===== src/rtl/mult_div_unit_pkg.sv =====
// rtl/mult_div_unit_pkg.sv - shared op codes, wide types and FSM state for the multiply/divide unit
package mult_div_unit_pkg;

  typedef logic [5:0]  Vec6;
  typedef logic [31:0] Vec32;
  typedef logic [63:0] Vec64;

  localparam Vec6 MULT  = 6'h18;
  localparam Vec6 MULTU = 6'h19;
  localparam Vec6 DIV   = 6'h1A;
  localparam Vec6 DIVU  = 6'h1B;
  localparam Vec6 MTHI  = 6'h11;
  localparam Vec6 MTLO  = 6'h13;
  localparam Vec6 MADD  = 6'h1C;
  localparam Vec6 MADDU = 6'h1D;
  localparam Vec6 MSUB  = 6'h1E;
  localparam Vec6 MSUBU = 6'h1F;

  typedef enum logic [1:0] {
    IDLE = 2'd0,
    CALC = 2'd1,
    FIX  = 2'd2
  } MdState;

endpackage


===== src/rtl/mdu_divide_step.sv =====
// rtl/mdu_divide_step.sv - one restoring-division iteration: shift a dividend bit into the remainder, subtract if it fits
module mdu_divide_step
  import mult_div_unit_pkg::*;
#(
  parameter int XLEN = 32
) (
  input  logic [XLEN-1:0] remIn,
  input  logic [XLEN-1:0] quoIn,
  input  logic [XLEN-1:0] divisor,
  output logic [XLEN-1:0] remOut,
  output logic [XLEN-1:0] quoOut
);

  logic [XLEN:0]   shifted;
  logic            fits;
  logic [XLEN-1:0] diff;

  assign shifted = {remIn, quoIn[XLEN-1]};
  assign fits    = shifted >= {1'b0, divisor};
  // Only used when it fits, so the difference always lands inside XLEN bits.
  assign diff    = shifted[XLEN-1:0] - divisor;
  assign remOut  = fits ? diff : shifted[XLEN-1:0];
  assign quoOut  = {quoIn[XLEN-2:0], fits};

endmodule


===== src/rtl/mult_div_unit.sv =====
// rtl/mult_div_unit.sv - iterative MULT/MULTU/DIV/DIVU unit owning HI/LO; MDU_MADD_EN adds MADD/MADDU/MSUB/MSUBU
module mult_div_unit
  import mult_div_unit_pkg::*;
#(
  parameter int XLEN  = 32,
  parameter int CNT_W = 5
) (
  input  logic            clk,
  input  logic            reset,
  input  logic            mdStart,
  input  logic [5:0]      mdOp,
  input  logic [XLEN-1:0] mdInput1,
  input  logic [XLEN-1:0] mdInput2,
  output logic            mdBusy,
  output logic            mdDone,
  output logic [XLEN-1:0] hi,
  output logic [XLEN-1:0] lo
);

  MdState            state, nextState;
  logic [CNT_W-1:0]  cnt;
  logic [2*XLEN-1:0] acc;
  logic [XLEN-1:0]   opB;
  logic              isDiv, negRes, negRem;
  logic              isMulOp, isDivOp, signedOp, startOp;
  logic              neg1, neg2;
  logic [XLEN-1:0]   abs1, abs2;
  logic [XLEN:0]     mulSum;
  logic [2*XLEN-1:0] mulNext;
  logic [XLEN-1:0]   remNext, quoNext;
  logic [XLEN-1:0]   quoFix, remFix;
  logic [2*XLEN-1:0] prodFix, result;
`ifdef MDU_MADD_EN
  logic              isAccOp, accOp, accSub;
`endif

  always_comb begin
    isMulOp  = (mdOp == MULT) || (mdOp == MULTU);
    isDivOp  = (mdOp == DIV) || (mdOp == DIVU);
    signedOp = (mdOp == MULT) || (mdOp == DIV);
`ifdef MDU_MADD_EN
    isAccOp  = (mdOp == MADD) || (mdOp == MADDU) || (mdOp == MSUB) || (mdOp == MSUBU);
    isMulOp  = isMulOp || isAccOp;
    signedOp = signedOp || (mdOp == MADD) || (mdOp == MSUB);
`endif
  end

  assign startOp = mdStart && (state == IDLE) && (isMulOp || isDivOp);
  assign neg1    = signedOp & mdInput1[XLEN-1];
  assign neg2    = signedOp & mdInput2[XLEN-1];
  assign abs1    = neg1 ? -mdInput1 : mdInput1;
  assign abs2    = neg2 ? -mdInput2 : mdInput2;

  // acc = {partial product, remaining multiplier bits}, consumed LSB first
  assign mulSum  = {1'b0, acc[2*XLEN-1:XLEN]} + (acc[0] ? {1'b0, opB} : '0);
  assign mulNext = {mulSum, acc[XLEN-1:1]};

  // For divides acc = {remainder, dividend/quotient}
  mdu_divide_step #(.XLEN(XLEN)) divStep (
    .remIn   (acc[2*XLEN-1:XLEN]),
    .quoIn   (acc[XLEN-1:0]),
    .divisor (opB),
    .remOut  (remNext),
    .quoOut  (quoNext)
  );

  // Divide-by-zero needs no special case: the all-ones quotient and the
  // accumulated |dividend| remainder come out right after sign correction.
  assign quoFix  = negRes ? -acc[XLEN-1:0] : acc[XLEN-1:0];
  assign remFix  = negRem ? -acc[2*XLEN-1:XLEN] : acc[2*XLEN-1:XLEN];
  assign prodFix = negRes ? -acc : acc;

  always_comb begin
    result = isDiv ? {remFix, quoFix} : prodFix;
`ifdef MDU_MADD_EN
    if (accOp) result = accSub ? ({hi, lo} - prodFix) : ({hi, lo} + prodFix);
`endif
  end

  always_comb begin
    nextState = state;
    case (state)
      IDLE:    if (startOp) nextState = CALC;
      CALC:    if (cnt == CNT_W'(XLEN - 1)) nextState = FIX;
      FIX:     nextState = IDLE;
      default: nextState = IDLE;
    endcase
  end

  always_ff @(posedge clk) begin
    if (reset) state <= IDLE;
    else       state <= nextState;
  end

  assign mdBusy = (state != IDLE);
  assign mdDone = (state == FIX);

  always_ff @(posedge clk) begin
    if (reset) begin
      hi     <= '0;
      lo     <= '0;
      cnt    <= '0;
      acc    <= '0;
      opB    <= '0;
      isDiv  <= 1'b0;
      negRes <= 1'b0;
      negRem <= 1'b0;
`ifdef MDU_MADD_EN
      accOp  <= 1'b0;
      accSub <= 1'b0;
`endif
    end else begin
      case (state)
        IDLE: begin
          if (startOp) begin
            cnt    <= '0;
            isDiv  <= isDivOp;
            negRes <= neg1 ^ neg2;
            negRem <= neg1;
            acc    <= {{XLEN{1'b0}}, isDivOp ? abs1 : abs2};
            opB    <= isDivOp ? abs2 : abs1;
`ifdef MDU_MADD_EN
            accOp  <= isAccOp;
            accSub <= (mdOp == MSUB) || (mdOp == MSUBU);
`endif
          end else if (mdStart && mdOp == MTHI) begin
            hi <= mdInput1;
          end else if (mdStart && mdOp == MTLO) begin
            lo <= mdInput1;
          end
        end
        CALC: begin
          cnt <= cnt + 1'b1;
          acc <= isDiv ? {remNext, quoNext} : mulNext;
        end
        FIX: {hi, lo} <= result;
        default: ;
      endcase
    end
  end

endmodule


===== config.mk =====
export PLATFORM = sky130hd
export DESIGN_NAME = mult_div_unit
export DESIGN_NICKNAME = d
export VERILOG_FILES = /design/src/rtl/mult_div_unit_pkg.sv /design/src/rtl/mdu_divide_step.sv /design/src/rtl/mult_div_unit.sv
export SDC_FILE = /design/constraint.sdc
export NUM_CORES = 1
export LEC_CHECK = 0
export ABC_AREA = 1
export CAP_MARGIN = 40
export CORE_UTILIZATION = 55
export DETAILED_ROUTE_END_ITERATION = 10
export DONT_BUFFER_PORTS = 1
export GPL_TIMING_DRIVEN = 1
export PLACE_DENSITY = 0.7
export SLEW_MARGIN = 40
export SYNTH_ARGS = -nofsm -noshare
export SYNTH_HDL_FRONTEND = slang
export SYNTH_SLANG_ARGS = --single-unit

===== constraint.sdc =====
create_clock -name clk -period 3.2 [get_ports clk]
set_input_delay 0.48 -clock clk [delete_from_list [all_inputs] [get_ports clk]]
set_output_delay 0.48 -clock clk [all_outputs]
set_load 0.02 [all_outputs]

* Word-level counts from Yosys, hierarchy flattened
Index checks and enable logic that the tools add are counted.
** Storage, ports and cells
- Register bits after elaboration :: 170
- Bits in latches :: 0
- RAM bits :: 0
- Memory bits (read-only) :: 0
- Input bits :: 73
- Output and inout port bits :: 66
- Memories kept :: 0
** Operators by class
- Add/sub/neg operators :: 8
- Multiply operators :: 0
- Divide/modulo/power cells :: 0
- $lt $le $gt $ge :: 1
- Equality and inequality tests :: 15
- Shift operators :: 0
- Multiplexer cells :: 25
- Bitwise logic cells :: 3
- Reductions and logical operators :: 17
** Operators with widths (number)
- 32-bit two-way mux :: 13
- 64-bit two-way mux :: 4
- 32-bit negator :: 4
- 32-bit one-hot mux with 2 select lines :: 2
- 64-bit one-hot mux with 2 select lines :: 1
- 64-bit negator :: 1
- 6-bit by 5-bit equality test with 1-bit output (second input constant) :: 6
- 32-bit by 32-bit adder with 33-bit output :: 1
- 33-bit by 32-bit >= comparator with 1-bit output :: 1
- 32-bit subtractor :: 1
- 5-bit one-hot mux with 2 select lines :: 1
- 2-bit inequality test (second input constant) :: 4
- 2-bit AND reduction :: 3
- 2-bit nonzero test :: 3
- 5-bit by 1-bit adder with 5-bit output (second input constant) :: 1
- 5-bit equality test (second input constant) :: 1
- 5-bit two-way mux :: 1
- 1-bit logical AND :: 4
- 1-bit logical OR :: 4
- 2-bit two-way mux :: 2
- 2-bit by 1-bit inequality test with 1-bit output (second input constant) :: 2
- 2-bit one-hot mux with 2 select lines :: 1
- 4-bit AND reduction :: 1
- 3-bit AND reduction :: 1
- other kinds (5) :: 6

* Logic depth before layout (Yosys ltp)
- Word-level depth :: 7
- Depth in mapped cells :: 21
- Mapped depth without buffers :: 19

* Hierarchy
From an unflattened synthesis, not the netlist that was laid out.
** Unflattened totals
- Cell total of the unflattened synthesis :: 3430
- Area, all modules :: 18744.2 sq um
** By module, submodules not included
- mult_div_unit :: times used 1, cells each 2751, area an instance 15343.5 sq um
- mdu_divide_step :: times used 1, cells each 679, area an instance 3400.8 sq um

* Worst setup path after synthesis
OpenSTA, ideal clock, no wires.
- Kind :: register to register
- Start :: register acc[0]
- End :: register acc[63]
- Data arrival time :: 2.438 ns
- Setup slack :: 0.692 ns
- Cell stages (with the launch flop) :: 19
- Period minus slack after synthesis :: 2.508 ns
- Cells stage by stage :: dfxtp_1 buf_2 clkbuf_1 nand2_1 inv_1 ha_1 inv_1 fa_1 o21bai_1 inv_1 o21ai_0 nand2_1 nand2_1 nand2_1 nand3_1 nand2_1 inv_1 nand2_1 a21oi_1
** Between the ends
- Cells in the longest elaborated chain, start to end :: 4
** Ends and longest elaborated chain
- start: declaration :: line mult_div_unit.sv:22 : logic [2*XLEN-1:0] acc;
- start signal: assignment :: line mult_div_unit.sv:120 : acc <= {{XLEN{1'b0}}, isDivOp ? abs1 : abs2};
- start signal: assignment :: line mult_div_unit.sv:134 : acc <= isDiv ? {remNext, quoNext} : mulNext;
- 32-bit two-way mux :: line mult_div_unit.sv:55 : assign mulSum = {1'b0, acc[2*XLEN-1:XLEN]} + (acc[0] ? {1'b0, opB} : '0);
- 32-bit by 32-bit adder with 33-bit output :: line mult_div_unit.sv:55
- 64-bit two-way mux :: line mult_div_unit.sv:134
- 64-bit one-hot mux with 2 select lines :: line mult_div_unit.sv:113 : case (state)
Every way passes these cells.
A chain may end at the register's enable or synchronous reset.

* Worst setup path in the final report
- Start :: register acc[0]
- End :: register acc[58]
The elaborated chain is that of the path after synthesis.

==> metrics.yaml <==
postSynthAreaPerCell_um2: 5.47
synth_edf_count: 0
hp-class: "in -> reg"
port_buffers: 0
final_cell_mix: "nand2_1, inv_1, nor2_1, nand3_1, o21ai_0"
clk_path_buf_depth: 2
internal-power_mw: 3.57
layout_setup_ws_ps: 171
path_delay_family: "simple AND/OR/NAND/NOR gates"
cp-end-kind: "register"
cp.required_ps: 3550
cts-buffers-inserted: 17
power_leakage_nw: 9.94
grt-ovfl-total: 0
worstPathArrival_ps: 3380
gp_congestion: 1.12
power_frac_comb_pct: 25.5
vias: 23462
htree_levels: 4
p_total_mw: 5.84
finalSetupViolations: 0
dr.first_iter.drc_count: 4190
grt_pass1_vias: 20886
core_area_mm2: 0.0319
synth_warnings: 0
fin_nets: 3413
max-vdd-ir-drop_v: 0.000351
clk_latency_ps: 460
via_per_inst: 6.31
ioPinCount: 139
yosys_most_used_dff: "dfxtp_1"
power.density_mw_per_mm2: 303
relSlewSlack_pct: 47.5
maxCapViolations: 0
drive_gt1_share_pct: 5.30
synth_area_mm2: 0.0180
die_h_um: 183
fin_util_pct: 60.4
rows: 65
drtAntennaViolNets: 0
synth_top_area_share_pct: 18.9
grt_pass1_wl_um: 125000
wirelength_um: 85000
track_usage_pct: 49.7
pwr-share-seq_pct: 37.6
p_sw_share_pct: 38.8
drt-pass1-iter-count: 11
synth_async_sr_flop_share_pct: 0
fin_crit_sh_pct: 94.7
worst_setup_path_start_kind: "register"
pre_cts_slack_ps: 299
cp_max_fo: 5
syn_nets: 3444
tightest_slew_ps: 780
slowest_stage: "o21ai_0"
clk_pin_slew_worst_paths_ps: 80
wire_per_inst_um: 22.8
worstPathCellList: "buf_4 -> nand2_1 -> inv_1 -> ha_1 -> nand2_1 -> o21ai_0 -> nand3_1 -> nand3_1 -> nand2_1 -> nand3_1 -> nand2_1 -> nor2_1 -> nor2_1 -> nand2_1 -> a21oi_1"
hold_buffers: 0
period_needed_ps: 3030
dieArea_mm2: 0.0335
layout_commonest_cell: "nand2_1"
cts_tree: "yes"
crit_type: "reg -> reg"
p_sw_mw: 2.27
syn_inst: 3299
cts-root-buf: "clkbuf_16"
ys_seq_elements: 170
drv_slew: 0
ctsResizeCount: 0
violations: "DRC"
synth_area_leaders: "nand2_1, dfxtp_1, nand3_1"
drc: 2
status: "finished, violations left"
hold_violations: 0
slowest_delay_ps: 510
post_cts_buffers: 0
clkPwrFrac_pct: 36.9
yosysTopAreaCell: "nand2_1"
hpwlAfterDp_um: 68100
grt_max_degree: 93
crit_buf_inv: 2
skew_ps: 15.1
area_delta_synth_final_pct: 6.74
rsz0062_at_grt: "no"
start_util_pct: 56.6
yosysSeqAreaShare_pct: 18.9
max_freq_mhz: 330
antenna_found_initial: 3
synth_cell_types: 53
numClockSinks: 170
cp_common_cell: "nand2_1"
fin_tns_setup_ps: 0
die_w_um: 183
power groups by stage:
| stage | clock [mW] | combinational (mW) | sequential (mW) |
|---|---|---|---|
| 2_1_floorplan | 0 | 0.997 | 2.23 |
| 3_3_place_gp | 0 | 1.39 | 2.24 |
| 3_5_place_dp | 0 | 1.39 | 2.24 |
| 4_1_cts | 2.12 | 1.40 | 2.19 |
| 5_1_grt | 2.21 | 1.57 | 2.20 |
| 6_report | 2.16 | 1.49 | 2.20 |
registers in the layout, indices dropped and copies added (netlist names):
signal and flops:
acc 64, negRem 1, hi 32, opB 32
state 2, lo 32, cnt 5, isDiv 1
negRes 1
per-stage QoR:
step	std cells	instance area [um^2]	hold slack, ps
2_1_floorplan	3299	18000	441
3_3_place_gp	3684	18600	443
3_5_place_dp	3684	18600	456
4_1_cts	3716	19200	89.7
5_1_grt	3716	19200	87.9
6_report	3719	19300	78.8
worst reg2reg max path, cell delays in order (launching register included):
cell	delay, ps
dfxtp_1	350
buf_4	180
nand2_1	70
inv_1	90
ha_1	410
nand2_1	100
o21ai_0	510
nand3_1	140
nand3_1	180
nand2_1	130
nand3_1	100
nand2_1	50
nor2_1	290
nor2_1	130
nand2_1	110
a21oi_1	70
Yosys cell counts (2+ instances only):
cell type,number
o21ai_1,13
and2_1,6
a22oi_1,8
fa_1,2
a21oi_1,219
o21ai_2,2
nor2_1,370
xor2_1,49
nor2_2,9
nor2_4,6
nor3_1,29
o21bai_1,8
a21o_1,3
buf_1,19
nand2_2,6
o21a_1,2
o211ai_1,31
clkbuf_1,75
or2_2,14
nand3_2,3
nand2_1,907
inv_1,484
nand3_1,365
o31ai_1,2
a31oi_1,32
nor4_1,7
ha_1,70
nand4_1,58
buf_6,6
nand3b_1,7
dfxtp_1,170
nor3_2,2
a21boi_0,3
o22ai_1,3
o41ai_1,2
inv_2,13
buf_2,21
o221ai_1,9
xnor2_1,3
a32o_1,2
and3_1,2
o21ai_0,246
cell families (layout without fill, tap and decap cells):
family,count (synthesis),count (layout),share of synthesized area (%)
adder cells (fa/ha/maj),72,72,5.08
other,0,3,0
flip-flops,170,170,18.9
XOR/XNOR,52,52,2.52
AND/OR/NAND/NOR,1799,1799,42.6
AO/OA/AOI/OAI,587,587,17.7
buffers and inverters,619,601,13.3
routing by layer:
metal	GRT usage (%)	share of wire [%]	wire length [um]
met1	64.8	37	31600
met2	68.1	38	32600
met3	20.8	18	15000
met4	27.8	6.8	5750
met5	0	0.13	111
final timing paths:
path         depth (start not counted)   start  slack, ps      end
max                                 15  acc[0]        170  acc[58]
min                                  1   reset         80    isDiv
max reg2reg                         15  acc[0]        170  acc[58]
min reg2reg                          2  cnt[3]        470   cnt[3]
area by class of cell:
cell class / count / area, um^2
fillers: 3320 / 12600
multi-input cells: 2510 / 12300
flip-flops and latches: 170 / 3400
inverters: 498 / 1870
repair buffers: 71 / 558
well taps: 435 / 544
clock buffers: 17 / 425
clock inverters: 15 / 171
diodes: 3 / 7.51
(Power assumes the default switching activity.)
